--- src/rtl/conv_pkg.sv ---
// Shared types and width helper for the parametrised 1D convolution engine.
package conv_pkg;

    typedef enum logic [1:0] {
        LOAD,
        COMPUTE,
        OUTPUT
    } state_t;

    // A sum of M full-precision T x T products needs clog2(M) bits of growth.
    function automatic int out_width(input int t, input int m);
        return 2 * t + $clog2(m);
    endfunction

endpackage

--- src/rtl/conv_mac.sv ---
// P-lane signed multiply, adder tree and accumulator for one tap group per cycle.
module conv_mac
    import conv_pkg::*;
#(
    parameter int T  = 8,
    parameter int P  = 1,
    parameter int OW = 18
) (
    input  logic                 clk,
    input  logic                 reset,
    input  logic signed [T-1:0]  x_lane [P],
    input  logic signed [T-1:0]  f_lane [P],
    input  logic                 clear,
    input  logic                 enable,
    output logic signed [OW-1:0] sum
);

    logic signed [2*T-1:0] prod [P];
    logic signed [OW-1:0]  part;
    logic signed [OW-1:0]  acc;

    // sum includes the group being multiplied now, so the final group's total
    // can be registered downstream on the same edge it is produced.
    always_comb begin
        part = '0;
        for (int l = 0; l < P; l++) begin
            prod[l] = x_lane[l] * f_lane[l];
            part    = part + OW'(prod[l]);
        end
        sum = acc + part;
    end

    always_ff @(posedge clk or negedge reset) begin
        if (!reset) begin
            acc <= '0;
        end else if (clear) begin
            acc <= '0;
        end else if (enable) begin
            acc <= sum;
        end
    end

endmodule

--- src/rtl/conv_param.sv ---
// Parametrised valid-mode 1D convolution over valid/ready streams.
// Optional macro CONV_RELU_EN clamps negative results to zero at registration.
module conv_param
    import conv_pkg::*;
#(
    parameter  int N  = 8,
    parameter  int M  = 4,
    parameter  int T  = 8,
    parameter  int P  = 1,
    localparam int OW = out_width(T, M)
) (
    input  logic                 clk,
    input  logic                 reset,
    input  logic signed [T-1:0]  s_data_in_x,
    input  logic                 s_valid_x,
    output logic                 s_ready_x,
    input  logic signed [T-1:0]  s_data_in_f,
    input  logic                 s_valid_f,
    output logic                 s_ready_f,
    output logic signed [OW-1:0] m_data_out_y,
    output logic                 m_valid_y,
    input  logic                 m_ready_y
);

    localparam int G  = M / P;
    localparam int XW = $clog2(N + 1);
    localparam int FW = $clog2(M + 1);
    localparam int XI = (N > 1) ? $clog2(N) : 1;
    localparam int FI = (M > 1) ? $clog2(M) : 1;
    localparam int GW = (G > 1) ? $clog2(G) : 1;

    if (M % P != 0) begin : g_lane_check
        $error("conv_param: M must be a multiple of P");
    end
    if (N < M) begin : g_len_check
        $error("conv_param: N must be at least M");
    end

    state_t state, state_nx;

    logic [XW-1:0] x_cnt;
    logic [FW-1:0] f_cnt;
    logic [XW-1:0] out_idx;
    logic [GW-1:0] tap_grp;

    logic signed [T-1:0] x_mem [N];
    logic signed [T-1:0] f_mem [M];
    logic signed [T-1:0] x_lane [P];
    logic signed [T-1:0] f_lane [P];

    logic x_take, f_take, loaded, last_grp, y_take, last_out;
    logic mac_clr, mac_en;
    logic signed [OW-1:0] mac_sum, result;

    // Readies are gated by the reset pin so nothing is offered while it is held low.
    always_comb begin
        s_ready_x = reset && (state == LOAD) && (x_cnt < XW'(N));
        s_ready_f = reset && (state == LOAD) && (f_cnt < FW'(M));
        x_take    = s_valid_x && s_ready_x;
        f_take    = s_valid_f && s_ready_f;
        loaded    = ((x_cnt == XW'(N)) || (x_take && (x_cnt == XW'(N - 1)))) &&
                    ((f_cnt == FW'(M)) || (f_take && (f_cnt == FW'(M - 1))));
        last_grp  = (tap_grp == GW'(G - 1));
        y_take    = (state == OUTPUT) && m_ready_y;
        last_out  = (out_idx == XW'(N - M));
        mac_en    = (state == COMPUTE);
        mac_clr   = y_take;
        state_nx  = state;
        case (state)
            LOAD:    if (loaded)   state_nx = COMPUTE;
            COMPUTE: if (last_grp) state_nx = OUTPUT;
            OUTPUT:  if (y_take)   state_nx = last_out ? LOAD : COMPUTE;
            default: state_nx = LOAD;
        endcase
    end

    always_comb begin
        int xi, fi;
        for (int l = 0; l < P; l++) begin
            x_lane[l] = '0;
            f_lane[l] = '0;
            fi = int'(tap_grp) * P + l;
            xi = int'(out_idx) + fi;
            for (int k = 0; k < N; k++) if (k == xi) x_lane[l] = x_mem[k];
            for (int k = 0; k < M; k++) if (k == fi) f_lane[l] = f_mem[k];
        end
    end

    always_comb begin
`ifdef CONV_RELU_EN
        result = (mac_sum < 0) ? '0 : mac_sum;
`else
        result = mac_sum;
`endif
    end

    conv_mac #(.T(T), .P(P), .OW(OW)) u_mac (
        .clk    (clk),
        .reset  (reset),
        .x_lane (x_lane),
        .f_lane (f_lane),
        .clear  (mac_clr),
        .enable (mac_en),
        .sum    (mac_sum)
    );

    always_ff @(posedge clk or negedge reset) begin
        if (!reset) state <= LOAD;
        else        state <= state_nx;
    end

    // Sample storage needs no reset: the cleared counters make stale entries unreachable.
    always_ff @(posedge clk) begin
        if (x_take) x_mem[x_cnt[XI-1:0]] <= s_data_in_x;
        if (f_take) f_mem[f_cnt[FI-1:0]] <= s_data_in_f;
    end

    always_ff @(posedge clk or negedge reset) begin
        if (!reset) begin
            x_cnt        <= '0;
            f_cnt        <= '0;
            out_idx      <= '0;
            tap_grp      <= '0;
            m_valid_y    <= 1'b0;
            m_data_out_y <= '0;
        end else begin
            if (x_take) x_cnt <= x_cnt + 1'b1;
            if (f_take) f_cnt <= f_cnt + 1'b1;
            case (state)
                COMPUTE: begin
                    if (last_grp) begin
                        tap_grp      <= '0;
                        m_data_out_y <= result;
                        m_valid_y    <= 1'b1;
                    end else begin
                        tap_grp <= tap_grp + 1'b1;
                    end
                end
                OUTPUT: begin
                    if (m_ready_y) begin
                        m_valid_y <= 1'b0;
                        if (last_out) begin
                            out_idx <= '0;
                            x_cnt   <= '0;
                            f_cnt   <= '0;
                        end else begin
                            out_idx <= out_idx + 1'b1;
                        end
                    end
                end
                default: ;
            endcase
        end
    end

endmodule
--- config.mk ---
export PLATFORM = sky130hd
export DESIGN_NAME = conv_param
export DESIGN_NICKNAME = d
export VERILOG_FILES = /design/src/rtl/conv_pkg.sv /design/src/rtl/conv_mac.sv /design/src/rtl/conv_param.sv
export SDC_FILE = /design/constraint.sdc
export NUM_CORES = 1
export LEC_CHECK = 0
export CAP_MARGIN = 25
export CORE_MARGIN = 2
export CORE_UTILIZATION = 50
export CTS_CLUSTER_SIZE = 12
export DETAILED_ROUTE_END_ITERATION = 10
export PLACE_DENSITY = 0.68
export SYNTH_ARGS = -nofsm -noshare
export SYNTH_HDL_FRONTEND = slang
export SYNTH_HIERARCHICAL = 1
export SYNTH_SLANG_ARGS = --single-unit
--- constraint.sdc ---
create_clock -name clk -period 8.4 [get_ports clk]
set_input_delay 1.68 -clock clk [delete_from_list [all_inputs] [get_ports clk]]
set_output_delay 1.68 -clock clk [all_outputs]
set_load 0.01 [all_outputs]
== Word level (Yosys, flattened, before mapping) ==
Memories as Yosys holds them, arrays and structs flattened.
Cells that the tools add are included.

* Add/sub/neg operators: 6
* Multiply operators: 1
* Order comparisons: 2
* Equal/unequal tests: 22
* Mux-type cells: 36
* Reductions and logical operators: 20

{| class="wikitable"
|+ Operators by type and width
! kind !! number
|-
| 8-bit 2-to-1 mux || 12
|-
| 32-bit zero test || 2
|-
| 18-bit 2-to-1 mux || 2
|-
| 3-bit by 5-bit == test with 1-bit output, first input constant || 4
|-
| 4-bit 2-to-1 mux || 5
|-
| 18-bit by 16-bit adder with 18-bit output || 1
|-
| 8-bit by 8-bit multiplier with 16-bit output || 1
|-
| 3-bit 2-to-1 mux || 4
|-
| 2-bit by 5-bit == test with 1-bit output, first input constant || 2
|-
| 1-bit logical AND || 9
|-
| 4-bit by 1-bit adder with 4-bit output, second input constant || 2
|-
| 4-bit by 3-bit == test with 1-bit output, second input constant || 2
|-
| 2-bit 2-to-1 mux || 4
|-
| 2-bit != test, second input constant || 4
|-
| 1-bit 2-to-1 mux || 7
|-
| 2-bit one-hot mux with 3 select lines || 1
|-
| 3-bit AND reduction || 2
|-
| 4-bit by 2-bit adder with 5-bit output || 1
|-
| 1-bit by 5-bit == test with 1-bit output, first input constant || 1
|-
| 2-bit == test, first input constant || 2
|-
| 2-bit == test, second input constant || 2
|-
| 4-bit == test, second input constant || 1
|-
| 4-bit less-than comparator, second input constant || 1
|-
| 2-bit AND reduction || 2
|-
| other kinds (11) || 13
|}

* Flip-flop bits (word level): 52
* Memory bits (writable): 96
* Output and inout port bits: 21
* Logic and storage cells: 97
* Memories kept: 2

{| class="wikitable"
|+ Memory list
! name !! depth !! width !! read ports !! clocked after Yosys merged registers in !! write ports !! line !! RTL
|-
| x_mem || 8 || 8 || 8 || 0 || 1 || conv_param.sv:46 || <nowiki>logic signed [T-1:0] x_mem [N];</nowiki>
|-
| f_mem || 4 || 8 || 4 || 0 || 1 || conv_param.sv:47 || <nowiki>logic signed [T-1:0] f_mem [M];</nowiki>
|}

== Depth between registers and ports, before layout ==
* Word-level depth: 14
* Gate-level depth with buffers: 29
* Gate-level depth less buffers: 27

== Modules after synthesis ==
Netlist, hierarchy kept.

{| class="wikitable"
|+ Modules (own cells, without submodules)
! module !! times used !! cells an instance !! area an instance (um^2) !! sequential area each (um^2)
|-
| conv_param || 1 || 373 || 5457.7 || 3733.6
|-
| conv_mac || 1 || 415 || 4053.9 || 450.4
|}

== Worst setup path before layout ==
No wires, ideal clock.

* Path kind: register to register
* From: reg out_idx[0]
* To: reg m_data_out_y[14]
* Library setup time: 0.128 ns
* Arrival time: 6.680 ns
* Data required time: 8.272 ns
* Slack: 1.593 ns
* Stages on the path, launching flop included: 23
* Buffers on the path: 1
* Cell sequence: dfrtp_1 > ha_1 > inv_1 > fa_1 > clkbuf_1 > mux4_2 > a22oi_1 > a21oi_1 > and2_1 > inv_1 > fa_1 > inv_1 > fa_1 > fa_1 > fa_1 > fa_1 > ha_1 > o21a_1 > o21ai_1 > a21oi_1 > or3_1 > and2_1 > mux2_1

{| class="wikitable"
|+ RTL lines
! element !! line !! RTL
|-
| start, declared || conv_param.sv:43 || <nowiki>logic [XW-1:0] out_idx;</nowiki>
|-
| start signal, assigned || conv_param.sv:147 || <nowiki>out_idx <= out_idx + 1'b1;</nowiki>
|-
| end signal, assigned || conv_param.sv:133 || <nowiki>m_data_out_y <= result;</nowiki>
|-
| end, declared || conv_param.sv:20 || <nowiki>output logic signed [OW-1:0] m_data_out_y,</nowiki>
|}

==> reports/results.txt <==
Post-DR wirelength/cell = 17.6 µm
Seq/Total Area, Yosys = 44.0%
Post-Synth XOR/XNOR Area = 1.84%
RSZ-0062 raised after global routing = no
Synth top area cells = edfxtp_1, fa_1, dfrtp_1, ha_1, inv_1
Routability cong. = 0.895
Hold Buf Count CTS = 0
Final Cycle Share = 88.8%
Critical path class = reg2reg
Hold Crit Class = reg2reg
Most frequent cells in the layout = inv_1, edfxtp_1, fa_1
WP data arrival = 7760 ps
Vias in the first global route = 6475
Clock transition at path regs = 60 ps
Reg-to-Reg End = m_data_out_y[14]
Status = complete, no violations
Syn Area/Cell = 12.1 µm²
Worst path cell trace = ha_1 > inv_1 > fa_1 > buf_4 > mux2_2 > o21ai_1 > a22oi_1 > nand2_1 > fa_1 > fa_1 > inv_1 > fa_1 > fa_1 > fa_1 > ha_1 > o21a_1 > o21ai_1 > a21oi_1 > or3_1 > and2_1 > mux2_1
Clk buf depth = 2
Max Freq = 134 MHz
Delay-heaviest family, CP = adder cells
Fin. max-slew vios = 0
Synth Area in Adders = 24.5%
Height of the die = 142 µm
Post-synth EDFFs = 96
Port bufs = 41
PostCTS Resize Cnt = 0
CTS Root Cell = clkbuf_16
Pin slew with the least headroom to its limit = 991 ps
Most common cell after layout, fill and taps aside = inv_1
Top Ports = 42
Worst skew pair latency = 420 ps
Slew margin rel. = 33.7%
Min Tclk post-route = 7460 ps
Layout Nets = 995
Synth Cell Area = 0.00951 mm²
DRC viols = 0
Crit path launch = out_idx[0]
CTS buffer count = 17
Maxcap violations = 0
Crit path top cell by count = fa_1
Number of setup violations in the final report = 0
First-pass GRT wire length = 32.4 mm
Synth Instances = 788
CTS tree = done
Overall Global Routing Usage = 20.7%
R2R cell count = 21
Main synth FF type = edfxtp_1
Clk sinks = 148
CP Depth = 21
Synth area leader = edfxtp_1
WL final = 19.0 mm
Layout cell share with drive strength beyond 1 = 7.67%
Congestion Overflow GR = 0
Initial DRC Count = 240
Post-CTS Setup Repair Bufs = 0
Die area = 0.0201 mm²
Worst setup path end = m_data_out_y[14]
Worst Setup Start Kind = register
Worst R2R Setup Slack = 940 ps
Worst r2r src = out_idx[0]
Final hold violation count = 0
Vias = 5806
Crit-path max FO = 16
Synth Register Bits = 148
Multiplexer area fraction after synthesis = 6.50%
CP Capture Type = register
Vias per cell = 5.37
Row count = 50
# H-tree levels = 4
Largest net degree at the start of global routing = 45
DP Wirelength = 14.7 mm
N_diodes = 0
Synth Area in Compound Gates = 6.96%
Worst Path Required = 8700 ps
Post-synth ARST share = 35.1%
Die width = 142 µm
Net Count, Synth = 947
Synth Area in Simple Gates = 11.0%
Top cell type's share of synthesized area = 30.3%
Yosys Warn Count = 6
Synth unique cells = 62
CP Buf/Inv Count = 3
Largest family of logic cells by synthesized area = adder cells
Pre-antenna DRT Iters = 6
Setup TNS = 0 ps
Clk_skew = 9.82 ps
P&R area growth vs syn = 14.3%
Core region area = 0.0187 mm²
Crit-path slowest cell = fa_1
Initial antenna violation count = 0
Worst path max stage delay = 800 ps
Starting Density = 50.8%
Final ANT Viol Nets = 0
-- cell families after synthesis --
group                    after synthesis
adder cells (fa/ha/maj)              138
buffers and inverters                128
AO/OA/AOI/OAI                        102
flip-flops                           148
AND/OR/NAND/NOR                      204
multiplexers                          48
XOR/XNOR                              20
-- tightest hold or removal path, cell delays in order (launching register included) --
cell	delay (ps)
dfrtp_1	350
nand2_1	60
nand2_1	60
-- synthesized netlist by cell type (3+ instances only) --
library cell / n
inv_1: 102
o21ai_0: 8
a21o_1: 7
nor2_1: 51
o21ai_1: 16
nand2_1: 61
nor3b_1: 3
mux2i_1: 19
nor3_1: 3
nand3b_1: 5
a211oi_1: 4
edfxtp_1: 96
mux4_2: 9
clkbuf_1: 14
a22oi_1: 11
fa_1: 81
and2_1: 36
mux2_1: 18
a21oi_1: 30
a2bb2oi_1: 3
buf_2: 5
nor2b_1: 10
o22ai_1: 4
dfrtp_1: 52
and3_2: 4
xnor2_1: 14
nand3_1: 5
nand2b_1: 12
ha_1: 57
xor2_1: 6
buf_1: 4
-- cell type report --
| type | count | area, µm² |
|---|---|---|
| tap | 234 | 293 |
| clock inverter | 12 | 253 |
| timing repair buffer | 53 | 493 |
| sequential | 148 | 4180 |
| inverter | 104 | 390 |
| fill | 1426 | 7830 |
| multi-input combinational | 512 | 4830 |
| clock buffer | 18 | 429 |
-- worst min-delay path by stage --
stage | startpoint | endpoint | slack, ps | cells past startpoint
after floorplan | u_mac/acc[1] | u_mac/acc[1] | 490 | 2
after global placement | m_valid_y | m_valid_y | 470 | 2
after detailed placement | m_valid_y | m_valid_y | 480 | 2
after CTS | m_valid_y | m_valid_y | 490 | 2
after global routing | m_data_out_y[1] | m_data_out_y[1] | 510 | 1
final | m_valid_y | m_valid_y | 490 | 2
-- per-layer routing --
layer	wire [µm]	GRT usage [%]	vias to the layer above
li1	-	-	2762
met1	8430	26.4	2949
met5	0	0	-
met2	9790	36.2	81
met4	222	5.42	0
met3	563	4.25	14
-- registers in the layout, indices dropped and copies added, names as in the netlist --
| signal | count |
|---|---|
| out_idx | 4 |
| tap_grp | 2 |
| m_data_out_y | 18 |
| state | 2 |
| m_valid_y | 1 |
| f_cnt | 3 |
| f_mem | 32 |
| x_mem | 64 |
| u_mac/acc | 18 |
| x_cnt | 4 |
-- metrics by stage --
stage	utilization (%)	setup slack (ps)	area, µm²	instances	hold WS, ps
2_1_floorplan	-	1590	9510	788	486
5_1_grt	58.1	476	10900	1081	512
3_5_place_dp	54.5	965	10200	1051	477
3_3_place_gp	54.5	1190	10200	1050	465
6_report	58.1	938	10900	1081	491
4_1_cts	58.1	881	10900	1081	490
Power is left out: the tool's default activity adds up to more than one toggle a clock period on the data nets, which glitch-free logic cannot reach.
